## config.mk

```make
export PLATFORM = sky130hd
export DESIGN_NAME = stepper_seq_ctrl_flat
export DESIGN_NICKNAME = d
export VERILOG_FILES = /design/src/rtl/stepper_seq_ctrl_pkg.sv /design/src/rtl/stepper_seq_ctrl_if.sv /design/src/rtl/stepper_seq_ctrl_tick_gen.sv /design/src/rtl/stepper_seq_ctrl.sv /design/src/flat_wrapper.sv
export SDC_FILE = /design/constraint.sdc
export NUM_CORES = 1
export LEC_CHECK = 0
export BUFFER_PORTS_ARGS = -buffer_cell sky130_fd_sc_hd__buf_2
export CORE_MARGIN = 2
export CORE_UTILIZATION = 53
export DETAILED_ROUTE_END_ITERATION = 16
export PLACE_DENSITY = 0.73
export SYNTH_ARGS = -nofsm -noshare
export SYNTH_HDL_FRONTEND = slang
export SYNTH_SLANG_ARGS = --single-unit
```

## constraint.sdc

```tcl
create_clock -name new_clk -period 2.9 [get_ports new_clk]
set_input_delay 0.29 -clock new_clk [delete_from_list [all_inputs] [get_ports new_clk]]
set_output_delay 0.29 -clock new_clk [all_outputs]
set_load 0.05 [all_outputs]
```

## src/rtl/stepper_seq_ctrl_pkg.sv

```systemverilog
// Shared definitions for the stepper sequencer: mode codes, FSM states,
// the half-step coil table and the index helper functions.
package stepper_pkg;

  localparam logic [1:0] MODE_WAVE = 2'd0;
  localparam logic [1:0] MODE_FULL = 2'd1;
  localparam logic [1:0] MODE_HALF = 2'd2;

  typedef enum logic {
    ST_IDLE = 1'b0,
    ST_RUN  = 1'b1
  } state_t;

  // Half-step sequence; even entries are single-coil, odd entries two-coil.
  localparam logic [3:0] HALF_TABLE [8] = '{
    4'b0001, 4'b0011, 4'b0010, 4'b0110,
    4'b0100, 4'b1100, 4'b1000, 4'b1001
  };

  function automatic logic [3:0] phase_of(input logic [2:0] idx);
    return HALF_TABLE[idx];
  endfunction

  // Reserved mode 3 falls in with half-step, so bit 1 alone decides.
  function automatic logic mode_is_half(input logic [1:0] mode);
    return mode[1];
  endfunction

  // Snap the index onto the sub-sequence the mode walks through:
  // wave uses even entries, full uses odd entries, half uses all.
  function automatic logic [2:0] align_idx(input logic [2:0] idx,
                                           input logic [1:0] mode);
    logic [2:0] res;
    res = idx;
    if (mode == MODE_WAVE)      res = {idx[2:1], 1'b0};
    else if (mode == MODE_FULL) res = {idx[2:1], 1'b1};
    return res;
  endfunction

endpackage

```

## src/rtl/stepper_seq_ctrl_if.sv

```systemverilog
// Move-command channel between the motion logic and the stepper sequencer.
//
// Handshake: a command transfers on a rising new_clk edge where cmd_valid
// and cmd_ready are both high. The master holds cmd_dir, cmd_steps,
// cmd_mode and period stable while cmd_valid is high and not yet accepted;
// cmd_ready may drop without a transfer (busy, abort, reset) and the master
// simply keeps offering.
interface stepper_seq_ctrl_if #(
  parameter int STEP_W = 16,
  parameter int PER_W  = 16
);
  logic              cmd_valid;
  logic              cmd_ready;
  logic              cmd_dir;
  logic [STEP_W-1:0] cmd_steps;
  logic [1:0]        cmd_mode;
  logic [PER_W-1:0]  period;

  modport master (
    output cmd_valid, cmd_dir, cmd_steps, cmd_mode, period,
    input  cmd_ready
  );

  modport slave (
    input  cmd_valid, cmd_dir, cmd_steps, cmd_mode, period,
    output cmd_ready
  );
endinterface

```

## src/rtl/stepper_seq_ctrl_tick_gen.sv

```systemverilog
// Step-rate divider: counts 0..period-1 while enabled and flags the last
// count so the sequencer can fire one step per period.
module stepper_tick_gen #(
  parameter int PER_W = 16
) (
  input  logic             new_clk,
  input  logic             rst,
  input  logic             en,
  input  logic             clear,
  input  logic [PER_W-1:0] period,
  output logic             tick
);

  logic [PER_W-1:0] count;

  // period is never 0 here; the sequencer latches max(period,1).
  assign tick = en && (count == period - PER_W'(1));

  // Free-running count while enabled, restarted on every command accept.
  always_ff @(posedge new_clk or posedge rst) begin
    if (rst) begin
      count <= '0;
    end else if (clear) begin
      count <= '0;
    end else if (en) begin
      count <= tick ? '0 : count + PER_W'(1);
    end
  end

endmodule

```

## src/rtl/stepper_seq_ctrl.sv

```systemverilog
// 4-phase stepper sequencer: accepts move commands of N steps in wave,
// full or half-step mode, paces them at a programmable period, keeps a
// signed position count and supports abort and idle holding torque.
module stepper_seq_ctrl
  import stepper_pkg::*;
#(
  parameter int STEP_W = 16,
  parameter int POS_W  = 24,
  parameter int PER_W  = 16
) (
  input  logic                    new_clk,
  input  logic                    rst,
  stepper_seq_ctrl_if.slave       cmd,
  input  logic                    hold_en,
  input  logic                    abort,
  output logic [3:0]              phase,
  output logic                    busy,
  output logic                    done,
  output logic                    aborted,
  output logic signed [POS_W-1:0] position,
  output state_t                  dbg_state
);

  state_t            state;
  logic [2:0]        idx;
  logic              dir_r;
  logic              half_r;
  logic [PER_W-1:0]  period_r;
  logic [STEP_W-1:0] remaining;

  logic              accept;
  logic              tick;
  logic [2:0]        cmd_idx;
  logic [2:0]        step_idx;
  logic [2:0]        stride;

  assign dbg_state = state;

  // Ready only in IDLE, never while abort is asserted or reset is held.
  assign cmd.cmd_ready = (state == ST_IDLE) && !abort && !rst;
  assign accept        = (state == ST_IDLE) && cmd.cmd_valid && !abort;

  // Index the move starts from, snapped to the commanded mode.
  assign cmd_idx  = align_idx(idx, cmd.cmd_mode);

  // Half-step walks every entry, wave/full skip every other one.
  assign stride   = half_r ? 3'd1 : 3'd2;
  assign step_idx = dir_r ? (idx - stride) : (idx + stride);

  stepper_tick_gen #(
    .PER_W (PER_W)
  ) u_tick (
    .new_clk (new_clk),
    .rst     (rst),
    .en      (state == ST_RUN),
    .clear   (accept),
    .period  (period_r),
    .tick    (tick)
  );

  // Sequencer FSM with registered coil drive, status pulses and position.
  always_ff @(posedge new_clk or posedge rst) begin
    if (rst) begin
      state     <= ST_IDLE;
      idx       <= '0;
      dir_r     <= 1'b0;
      half_r    <= 1'b0;
      period_r  <= PER_W'(1);
      remaining <= '0;
      phase     <= 4'b0000;
      busy      <= 1'b0;
      done      <= 1'b0;
      aborted   <= 1'b0;
      position  <= '0;
    end else begin
      done    <= 1'b0;
      aborted <= 1'b0;
      case (state)
        ST_IDLE: begin
          if (accept) begin
            idx       <= cmd_idx;
            phase     <= phase_of(cmd_idx);
            dir_r     <= cmd.cmd_dir;
            half_r    <= mode_is_half(cmd.cmd_mode);
            period_r  <= (cmd.period == '0) ? PER_W'(1) : cmd.period;
            remaining <= cmd.cmd_steps;
            if (cmd.cmd_steps == '0) begin
              // Empty move: acknowledge without ever entering RUN.
              done <= 1'b1;
            end else begin
              state <= ST_RUN;
              busy  <= 1'b1;
            end
          end else begin
            phase <= hold_en ? phase_of(idx) : 4'b0000;
          end
        end

        ST_RUN: begin
          if (abort) begin
            // Abort wins over a coinciding tick: no step on this edge.
            state   <= ST_IDLE;
            busy    <= 1'b0;
            aborted <= 1'b1;
          end else if (tick) begin
            idx       <= step_idx;
            phase     <= phase_of(step_idx);
            position  <= dir_r ? (position - POS_W'(1))
                               : (position + POS_W'(1));
            remaining <= remaining - STEP_W'(1);
            if (remaining == STEP_W'(1)) begin
              state <= ST_IDLE;
              busy  <= 1'b0;
              done  <= 1'b1;
            end
          end
        end

        default: begin
          state <= ST_IDLE;
          busy  <= 1'b0;
        end
      endcase
    end
  end

endmodule

```

## src/flat_wrapper.sv

```systemverilog
// flat-port wrapper written by rule: the top's interface ports become plain ports
module stepper_seq_ctrl_flat import stepper_pkg::*;
#(
  parameter int STEP_W = 16,
  parameter int POS_W  = 24,
  parameter int PER_W  = 16
)
  (new_clk, rst, hold_en, abort, phase, busy, done, aborted, position, dbg_state, cmd_cmd_valid, cmd_cmd_dir, cmd_cmd_steps, cmd_cmd_mode, cmd_period, cmd_cmd_ready);
  stepper_seq_ctrl_if #(.STEP_W(STEP_W), .PER_W(PER_W)) cmd_i ();
  input  logic new_clk;
  input  logic rst;
  input  logic hold_en;
  input  logic abort;
  output logic [3:0] phase;
  output logic busy;
  output logic done;
  output logic aborted;
  output logic signed [POS_W-1:0] position;
  output state_t dbg_state;
  input wire logic [$bits(cmd_i.cmd_valid)-1:0] cmd_cmd_valid;
  input wire logic [$bits(cmd_i.cmd_dir)-1:0] cmd_cmd_dir;
  input wire logic [$bits(cmd_i.cmd_steps)-1:0] cmd_cmd_steps;
  input wire logic [$bits(cmd_i.cmd_mode)-1:0] cmd_cmd_mode;
  input wire logic [$bits(cmd_i.period)-1:0] cmd_period;
  output wire logic [$bits(cmd_i.cmd_ready)-1:0] cmd_cmd_ready;
  assign cmd_i.cmd_valid = cmd_cmd_valid;
  assign cmd_i.cmd_dir = cmd_cmd_dir;
  assign cmd_i.cmd_steps = cmd_cmd_steps;
  assign cmd_i.cmd_mode = cmd_cmd_mode;
  assign cmd_i.period = cmd_period;
  assign cmd_cmd_ready = cmd_i.cmd_ready;
  stepper_seq_ctrl #(.STEP_W(STEP_W), .POS_W(POS_W), .PER_W(PER_W)) u_core (.new_clk(new_clk), .rst(rst), .cmd(cmd_i), .hold_en(hold_en), .abort(abort), .phase(phase), .busy(busy), .done(done), .aborted(aborted), .position(position), .dbg_state(dbg_state));
endmodule
```

==> metrics.md <==
| Metric | Value |
|---|---|
| CTS Root Buffer Type | `sky130_fd_sc_hd__clkbuf_8` |
| Post-synthesis instance total | `657` |
| Routed WL per cell | `18.4 um` |
| Class of the worst hold path | `in -> async` |
| Final non-filler cell total | `approximately 950` |
| Via count | `5846` |
| Synth area leaders | `sky130_fd_sc_hd__dfrtp_1, sky130_fd_sc_hd__ha_1, sky130_fd_sc_hd__nand2_1` |
| Number of buffers inserted during clock tree synthesis | `9` |
| Setup repair after global routing missed its margin | `true` |
| Post-synth top cells | `sky130_fd_sc_hd__nand2_1, sky130_fd_sc_hd__dfrtp_1, sky130_fd_sc_hd__a21oi_1` |
| Htree depth | `3` |
| Clock tree sinks | `85` |
| Period minus WS final | `3.04 ns` |
| Tightest slew margin relative to the limit | `0.390` |
| Yosys synthesis warning count | `0` |
| Number of max-slew violations in the final report | `0` |
| Post-layout nets | `877` |
| Largest net degree at the start of global routing | `50` |
| Clock slew seen by the registers of the worst setup and hold paths | `0.09 ns` |
| Full die area | `0.0119 sq mm` |
| Clock tree from TritonCTS | `built` |
| Overall die height | `109 um` |
| Reg-to-reg setup timing slack | `-0.14 ns` |
| Maximum buffer depth of the clock tree | `2` |
| Floorplan core area | `0.0108 sq mm` |
| Startpoint-to-endpoint class of the critical path | `reg -> reg` |
| Wirelength, routed | `17.5 mm` |
| Number of cells on the worst reg-to-reg path | `12` |
| Antenna-violating nets left | `0` |
| Max-Cap Viols | `0` |
| Pwr/cell area | `554 mW/mm^2` |
| All-Layer GR Usage | `0.297` |
| Global-route wire length before repair | `27.5 mm` |
| Clock network latency to the later pin of the worst-skew pair | `0.40 ns` |
| Number of global-route vias before repair | `5746` |
| Violated checks | `negative setup slack` |
| Final setup violation count | `55` |
| Mapped Avg Cell Area | `8.91 sq um` |
| Slew @ Worst Pin | `about 0.91 ns` |
| Static leakage | `3.66 nW` |
| Setup WS pre-CTS | `-0.279 ns` |
| Starting density of the core | `0.543` |
| Area fraction of the dominant cell type after synthesis | `0.359` |
| Remaining routing DRC violations | `0` |
| Commonest register cell after synthesis | `sky130_fd_sc_hd__dfrtp_1` |
| Area added between synthesis and finish | `33.0%` |
| Drt first-iter violations | `551` |
| Kind of start point of the critical path | `flop` |
| R2R Path Start | `u_core.period_r[1]` |
| Achievable frequency | `329 MHz` |
| Via-to-Cell Ratio | `6.14` |
| Most numerous cell in the Yosys netlist | `sky130_fd_sc_hd__nand2_1` |
| Residual overflow from global routing | `0` |
| Number of distinct library cell variants in the gate-level netlist after synthesis | `69` |
| Synthesized net count | `726` |
| CP arrival | `3.32 ns` |
| Placed standard-cell area | `0.00689 sq mm` |
| Count of pins on the block boundary | `73` |
| Initial antenna violation count | `0` |
| Diodes inserted | `0` |
| Half-perimeter wire length after detailed placement | `about 12 mm` |
| Hold Fails Final Rpt | `0` |
| Type of destination of the critical path | `flop` |
| Total number of placement rows | `38` |
| Period Utilization, post-route | `1.05` |
| Setup total negative slack | `-2.98 ns` |
| Iteration count of the initial detailed-routing pass | `5` |
| Minimum setup slack in the final design | `-0.138 ns` |
| Final standard cell area without fillers | `0.00779 sq mm` |
| Post-layout util | `0.722` |
| Largest fanout of any net on the critical path | `7` |
| Worst EP required | `about 3.2 ns` |
| Outcome | `finished, violations left` |
| Horizontal extent of the die | `109 um` |
| R2r endpoint | `u_core.phase[3]` |
| Proportion of layout cells with a drive suffix above 1 | `0.330` |
| Post-synth EDFFs | `0` |
| Maximum resistive drop on vdd | `0.343 mV` |
| Cell area after synthesis | `between 0.005 and 0.006 sq mm` |
| Global placement routability congestion | `0.895` |
| Library cell with the largest summed area after synthesis | `sky130_fd_sc_hd__dfrtp_1` |
| Part of the Yosys area used for sequential elements | `0.363` |
| Port-buffer cells | `72` |
| Number of register bits inferred by synthesis | `85` |
| Share of synthesized flip-flops with an asynchronous set or reset | `1.00` |
| Count of placed standard cells including taps | `approximately 900` |
| Fin Clk Skew | `0.00789 ns` |
| Post-cts hold buffer count | `0` |
## per-layer routing
metal	global-route usage	part of all wire	wire (um)	up-vias
li1	-	-	-	2722
met1	0.367	0.42	7350	2880
met2	0.509	0.50	8810	199
met3	0.0538	0.048	847	45
met4	0.126	0.029	516	0
met5	0	0	0	-
## power breakdown
group | leakage [nW] | internal [W] | switching (W)
Combinational | 2.48 | 0.000786 | 0.00101
Sequential | 1.08 | 0.00138 | 0.000255
Clock | 0.0992 | 0.000416 | 0.000470
Total | 3.66 | 0.00258 | 0.00173
## what timing repair did
item,CTS,global route
endpoints found under the setup margin,59,66
gates cloned,5,0
setup buffers,10,7
pin swaps,6,36
resized for setup,30,82
## state kept, by name, indices dropped and copies added (netlist names)
name	flops
u_core.phase	4
u_core.idx	3
u_core.period_r	16
u_core.done	1
u_core.remaining	16
u_core.aborted	1
u_core.busy	1
u_core.u_tick.count	16
u_core.position	24
u_core.dbg_state	1
u_core.half_r	1
u_core.dir_r	1
## area by class of cell
type                       instances  area (sq um)
timing repair buffer             163          1250
sequential                        85          2130
inverter                          18          68.8
fill                             790          3000
multi-input combinational        531          3980
clock buffer                      11           141
clock inverter                     4          48.8
tap                              140           175
## worst max path at each step
stage,from,to,slack [ns],cells past startpoint
after detailed placement,u_core.period_r[1],u_core.remaining[15],-0.28,11
after global routing,u_core.period_r[10],u_core.phase[3],-0.24,10
after global placement,u_core.period_r[1],u_core.remaining[12],-0.17,11
final,u_core.period_r[1],u_core.phase[3],-0.14,12
after floorplan,u_core.period_r[1],u_core.position[19],-0.17,11
after CTS,u_core.period_r[1],u_core.phase[3],-0.13,12
## metrics by stage
stage               total power, W  hold WS, ns
floorplan                  0.00269        0.395
detailed placement         0.00321        0.461
finish                     0.00432       0.0786
CTS                        0.00416       0.0906
global placement           0.00314        0.458
global route               0.00456        0.111
## critical path, cell delays in order, from the launching register on
cell	delay, ns
sky130_fd_sc_hd__dfrtp_1	0.40
sky130_fd_sc_hd__inv_2	0.08
sky130_fd_sc_hd__ha_4	0.12
sky130_fd_sc_hd__or4b_4	0.54
sky130_fd_sc_hd__or3_1	0.35
sky130_fd_sc_hd__a21oi_2	0.15
sky130_fd_sc_hd__nor3_2	0.08
sky130_fd_sc_hd__a2111oi_4	0.36
sky130_fd_sc_hd__buf_6	0.20
sky130_fd_sc_hd__buf_12	0.11
sky130_fd_sc_hd__nand3b_4	0.08
sky130_fd_sc_hd__and2_4	0.18
sky130_fd_sc_hd__mux2_4	0.29
## cells by family (layout without fill, tap and decap cells)
logic type | Yosys count | after routing | synth area share
simple gates | 246 | 247 | 0.213
compound gates | 180 | 180 | 0.206
flops | 85 | 85 | 0.363
buf+inv | 42 | 196 | 0.0295
xor+xnor | 41 | 41 | 0.0613
mux | 34 | 34 | 0.0628
fa+ha+maj | 29 | 29 | 0.0645
## layout by cell type, fill, tap and decap left out, drive strengths merged, types with 5 or more instances in the layout
master and count:
o21a 8, nor2b 7, a21o 11, nor4 15
and3 10, or4 7, a211oi 5, inv 17
nand3 12, nor2 36, clkbuf 11, nor3 22
mux2 22, nand2 86, o21ai 42, xnor2 28
buf 163, nand4 6, o211ai 8, or3 11
mux2i 12, a21oi 44, dfrtp 84, xor2 13
ha 27, a31oi 18, nand2b 14
(Power assumes the default switching activity.)
